`config.mk`:
```
export PLATFORM = sky130hd
export DESIGN_NAME = note_sequencer
export DESIGN_NICKNAME = d
export VERILOG_FILES = /design/src/rtl/note_sequencer.sv
export SDC_FILE = /design/constraint.sdc
export NUM_CORES = 1
export LEC_CHECK = 0
export CORE_MARGIN = 1
export CORE_UTILIZATION = 49
export DETAILED_ROUTE_END_ITERATION = 10
export GPL_ROUTABILITY_DRIVEN = 1
export PLACE_DENSITY = 0.76
export SLEW_MARGIN = 10
export SYNTH_ARGS = -nofsm -noshare
export SYNTH_HDL_FRONTEND = slang
export SYNTH_SLANG_ARGS = --single-unit
```
`constraint.sdc`:
```
create_clock -name clk -period 2.9 [get_ports clk]
set_input_delay 0.435 -clock clk [delete_from_list [all_inputs] [get_ports clk]]
set_output_delay 0.435 -clock clk [all_outputs]
set_load 0.005 [all_outputs]
```
`src/rtl/note_sequencer.sv`:
```
// Song-table note sequencer. Walks a 16-bit song table, strobes note numbers
// to a tone generator, holds each entry for length * unit_cycles clocks and
// optionally loops back to address 0 when it reaches an END entry.
//
// Handshake: start/stop are single-cycle requests with no acknowledge. start is
// taken only in IDLE and only when stop is low. stop aborts from any busy state.
// rom_data must reflect rom_addr one cycle after rom_addr changes; the FETCH
// state provides exactly that one cycle of read latency.
module note_sequencer #(
  parameter int ADDR_W = 6
) (
  input  logic              clk,
  input  logic              rst_n,
  input  logic              start,
  input  logic              stop,
  input  logic              loop_en,
  input  logic [23:0]       unit_cycles,
  output logic [ADDR_W-1:0] rom_addr,
  input  logic [15:0]       rom_data,
  output logic [7:0]        midi_data,
  output logic              midi_valid,
  output logic              note_on,
  output logic              busy,
  output logic              song_done,
  output logic [1:0]        dbg_state
);

  typedef enum logic [1:0] {
    S_IDLE   = 2'd0,
    S_FETCH  = 2'd1,
    S_DECODE = 2'd2,
    S_PLAY   = 2'd3
  } state_t;

  localparam logic [ADDR_W-1:0] ADDR_MAX = '1;

  state_t            state_q,      state_d;
  logic [ADDR_W-1:0] rom_addr_q,   rom_addr_d;
  logic [7:0]        midi_data_q,  midi_data_d;
  logic              midi_valid_q, midi_valid_d;
  logic              note_on_q,    note_on_d;
  logic              song_done_q,  song_done_d;
  logic [6:0]        units_q,      units_d;
  logic [23:0]       cyc_q,        cyc_d;
  logic [23:0]       unit_len_q,   unit_len_d;
  logic              loop_q,       loop_d;

  logic              ent_end;
  logic              ent_rest;
  logic [6:0]        ent_note;
  logic [6:0]        ent_len;
  logic [23:0]       uc_eff;

  assign ent_end  = rom_data[15];
  assign ent_rest = rom_data[14];
  assign ent_note = rom_data[13:7];
  assign ent_len  = rom_data[6:0];
  assign uc_eff   = (unit_cycles == 24'd0) ? 24'd1 : unit_cycles;

  // Next-state and registered-output computation.
  always_comb begin
    state_d      = state_q;
    rom_addr_d   = rom_addr_q;
    midi_data_d  = midi_data_q;
    midi_valid_d = 1'b0;
    note_on_d    = note_on_q;
    song_done_d  = 1'b0;
    units_d      = units_q;
    cyc_d        = cyc_q;
    unit_len_d   = unit_len_q;
    loop_d       = loop_q;

    case (state_q)
      S_IDLE: begin
        if (start && !stop) begin
          state_d    = S_FETCH;
          rom_addr_d = '0;
        end
      end
      S_FETCH: begin
        state_d = S_DECODE;
      end
      S_DECODE: begin
        loop_d     = loop_en;
        unit_len_d = uc_eff;
        if (ent_end) begin
          // Looping from address 0 onto an END would spin forever, so an
          // empty song always finishes.
          if (loop_en && (rom_addr_q != '0)) begin
            rom_addr_d = '0;
            state_d    = S_FETCH;
          end else begin
            song_done_d = 1'b1;
            note_on_d   = 1'b0;
            rom_addr_d  = '0;
            state_d     = S_IDLE;
          end
        end else begin
          units_d = (ent_len == 7'd0) ? 7'd1 : ent_len;
          cyc_d   = uc_eff;
          state_d = S_PLAY;
          if (ent_rest) begin
            note_on_d = 1'b0;
          end else begin
            midi_data_d  = {1'b0, ent_note};
            midi_valid_d = 1'b1;
            note_on_d    = 1'b1;
          end
        end
      end
      S_PLAY: begin
        if (cyc_q > 24'd1) begin
          cyc_d = cyc_q - 24'd1;
        end else if (units_q > 7'd1) begin
          units_d = units_q - 7'd1;
          cyc_d   = unit_len_q;
        end else if (rom_addr_q == ADDR_MAX) begin
          // Last table slot finished: behave as if the next entry were END.
          if (loop_q) begin
            rom_addr_d = '0;
            state_d    = S_FETCH;
          end else begin
            song_done_d = 1'b1;
            note_on_d   = 1'b0;
            rom_addr_d  = '0;
            state_d     = S_IDLE;
          end
        end else begin
          rom_addr_d = rom_addr_q + 1'b1;
          state_d    = S_FETCH;
        end
      end
      default: begin
        state_d = S_IDLE;
      end
    endcase

    // Abort overrides everything, including a natural end in the same cycle.
    if (stop && (state_q != S_IDLE)) begin
      state_d      = S_IDLE;
      note_on_d    = 1'b0;
      midi_valid_d = 1'b0;
      song_done_d  = 1'b0;
      rom_addr_d   = '0;
    end
  end

  // State and output registers with asynchronous clear.
  always_ff @(posedge clk or negedge rst_n) begin
    if (!rst_n) begin
      state_q      <= S_IDLE;
      rom_addr_q   <= '0;
      midi_data_q  <= 8'd0;
      midi_valid_q <= 1'b0;
      note_on_q    <= 1'b0;
      song_done_q  <= 1'b0;
      units_q      <= 7'd0;
      cyc_q        <= 24'd0;
      unit_len_q   <= 24'd0;
      loop_q       <= 1'b0;
    end else begin
      state_q      <= state_d;
      rom_addr_q   <= rom_addr_d;
      midi_data_q  <= midi_data_d;
      midi_valid_q <= midi_valid_d;
      note_on_q    <= note_on_d;
      song_done_q  <= song_done_d;
      units_q      <= units_d;
      cyc_q        <= cyc_d;
      unit_len_q   <= unit_len_d;
      loop_q       <= loop_d;
    end
  end

  assign rom_addr   = rom_addr_q;
  assign midi_data  = midi_data_q;
  assign midi_valid = midi_valid_q;
  assign note_on    = note_on_q;
  assign song_done  = song_done_q;
  assign busy       = (state_q != S_IDLE);
  assign dbg_state  = state_q;

endmodule

```
==> results.cfg, run 1 <==
[status]
outcome = finished clean

[yosys]
synth_cell_type_count = 67
synth_top_family_by_area = simple AND/OR/NAND/NOR gates
yosysMostFrequentCell = dfrtp_1
yosysWarnings = 0
synthMuxAreaShare = 0.0868
ys_top_cells_by_area = dfrtp_1 44%, mux2_2 8.2%, nor2_1 4.3%, o21ai_0 3.7%, nand2_1 3.0%
synth_area_mm2 = 0.00425
synth_xor_area_frac = 0.0124
synth_ff_type = dfrtp_1
synth_fp_nets = 504
synth_edf_count = 0
synth_seq_area_share = 0.436
synth_top_area_cell = dfrtp_1
async_reset_ff_frac = 1.00
synth_simple_gate_area_share = 0.204
synthCells = 453
synth_compound_area_frac = 0.196
synthAdderAreaFrac = 0.0177
yosysTopAreaCellShare = 0.436
ys_seq_elements = 74
avgSynthCellArea_um2 = 9.38
netlist_top_cells_count = 74 x dfrtp_1, 49 x nor2_1, 34 x nand2_1, 31 x mux2_2, 31 x o21ai_0

[drt]
vias_per_cell = 6.00
vias = 3747
drt_wl_total_mm = 10.7
first_pass_iters = 4
drc = 0
antenna_left = 0
wire_per_inst_um = 17.1
drt_iter0_markers = 311

[worst_setup_path]
cp.arrival_ns = 2.89
regToRegSetupSlack_ns = 0.24
crit_path_max_fanout = 18
worstPathRequired_ns = 3.13
crit_path_end_kind = flop
crit_path_start_kind = flop
rr_worst_depth = 7
r2r-end = cyc_q[6]
timing.rr.start = cyc_q[3]
crit_type = reg2reg

[clock_tree]
clk_path_buf_depth = 2
htreeDepth = 3
clk_latency_ns = 0.34
cts_tree = done
cts.sinks = 74
postCtsHoldBufs = 0
clk_pin_slew_worst_paths_ns = 0.08
post_cts_resized = 0
cts_buffers = 9
cts-root-buf = clkbuf_8
cts_setup_buffers = 0

[global_routing]
track_usage = 0.254
grt_pass1_wl_mm = 17.8
grt_max_degree = 75
antenna_found_initial = 0
grt_overflow = 0
grt_pass1_vias = 3609

[die]
core_region_area_mm2 = 0.00830
die_x_um = 95.1
dieArea_mm2 = 0.00905
io_pins = 65
start_util = 0.512
row_count = 33
die_y_um = 95.1

[placed_design]
io_buffer_count = 63
place.gp.congestion = 0.845
placed_cell_area_mm2 = 0.00497
dp_slack_ns = 0.149
hpwl_mm = 7.29

[final_layout]
multi_input_area_mm2 = 0.00222
layout.nets = 565
regArea_mm2 = 0.00185
post-route-cell-area_mm2 = 0.00516
drive_gt1_frac = 0.164
fillers = 690
diodes = 0
syn_to_final_growth_pct = 21.5

[timing]
hold_viol = 0
fin_ws_ns = 0.243
period_share = 0.916
worst_pin_slew_ns = 0.936
finalMaxSlewViolations = 0
fin_setup_tns_ns = 0
fmax_mhz = 376
slew_headroom = 0.376
layout_min_cycle_time_ns = 2.66
rsz0062_at_grt = no
setup_viol = 0
worst_clock_skew_ns = 0.00904

[power_and_ir_drop]
power_density_mw_per_mm2 = 647
vdd_drop_max_mv = 0.372
power_uw = 3340
p_leak_uw = 0.00207

[worst_hold_path]
hp-class = in2async

[run]
max_cap_viol_count = 0
## cell usage in the layout, fill, tap and decap left out, types with 14 or more instances in the layout
| cell type | n |
|---|---|
| dfrtp_1 | 74 |
| clkdlybuf4s50_1 | 62 |
| nor2_1 | 49 |
| nand2_1 | 34 |
| mux2_2 | 31 |
| o21ai_0 | 31 |
| a21oi_1 | 21 |
| buf_4 | 16 |
| nor4_1 | 14 |
| nor3_1 | 14 |
| a31oi_1 | 14 |
## per-layer routing
metal | global-route usage | wire length (um) | vias to the layer above
li1 | - | - | 1783
met1 | 0.342 | 4930 | 1826
met2 | 0.412 | 5020 | 129
met3 | 0.0526 | 637 | 9
met4 | 0.0694 | 103 | 0
met5 | 0 | 0 | -
## logic make-up after synthesis
family,Yosys count
AND/OR/NAND/NOR,167
AO/OA/AOI/OAI,127
flip-flops,74
buffers and inverters,39
multiplexers,33
adder cells (fa/ha/maj),6
XOR/XNOR,6
other,1
## registers in the layout, indices dropped and copies added, names as in the netlist, 2 cells and up
register    flops
cyc_q          24
dbg_state       2
midi_data       7
rom_addr        6
unit_len_q     24
units_q         7
## stage by stage
step / hold slack, ns / std cells / util
6_report: 0.228 / 624 / 0.622
4_1_cts: 0.274 / 624 / 0.621
3_5_place_dp: 0.495 / 608 / 0.599
3_3_place_gp: 0.480 / 608 / 0.599
2_1_floorplan: 0.139 / 453 / -
5_1_grt: 0.314 / 624 / 0.622
## layout make-up
cell class / instances / share of cell area
multi-input cells: 340 / 0.429
flip-flops and latches: 74 / 0.359
repair buffers: 78 / 0.143
clock buffers: 14 / 0.0334
well taps: 105 / 0.0254
inverters: 11 / 0.00800
clock inverters: 2 / 0.00194
## worst max path at each step
stage,from,endpoint,slack [ns],cells after the start
floorplan,cyc_q[3],cyc_q[0],0.47,8
global route,units_q[3],note_on,0.08,7
detailed placement,cyc_q[3],units_q[1],0.15,6
global placement,cyc_q[3],cyc_q[8],0.29,6
CTS,cyc_q[3],units_q[1],0.14,6
finish,cyc_q[3],cyc_q[6],0.24,7
## worst max-delay path, stage by stage, from the launching register on
cell and delay [ns]:
dfrtp_1 0.46, or3_1 0.40, or4_4 0.53, or3_1 0.51, buf_4 0.29, nor2_2 0.12, a211oi_2 0.05, o22a_1 0.18
## where the power goes
group	internal [uW]	total (uW)	switching, uW
sequential	1360	1670	308
combinational	511	909	398
clock	380	762	382
No activity file was read; power rests on OpenSTA's default activity.
==> run 2: changes to the inputs <==
--- a/config.mk
+++ b/config.mk
@@ -10,7 +10,6 @@
 export DETAILED_ROUTE_END_ITERATION = 10
 export GPL_ROUTABILITY_DRIVEN = 1
 export PLACE_DENSITY = 0.76
-export SLEW_MARGIN = 10
 export SYNTH_ARGS = -nofsm -noshare
 export SYNTH_HDL_FRONTEND = slang
 export SYNTH_SLANG_ARGS = --single-unit
==> constraint.sdc (replaced) <==
create_clock -name clk -period 2.9 [get_ports clk]
set_input_delay 0.435 -clock clk [delete_from_list [all_inputs] [get_ports clk]]
set_output_delay 0.435 -clock clk [all_outputs]
set_load 0.02 [all_outputs]
==> results of run 2 <==
The final DEF is identical to that of run 1. Status: finished clean.
Main changes from that run: total power 3340 uW -> 3390 uW
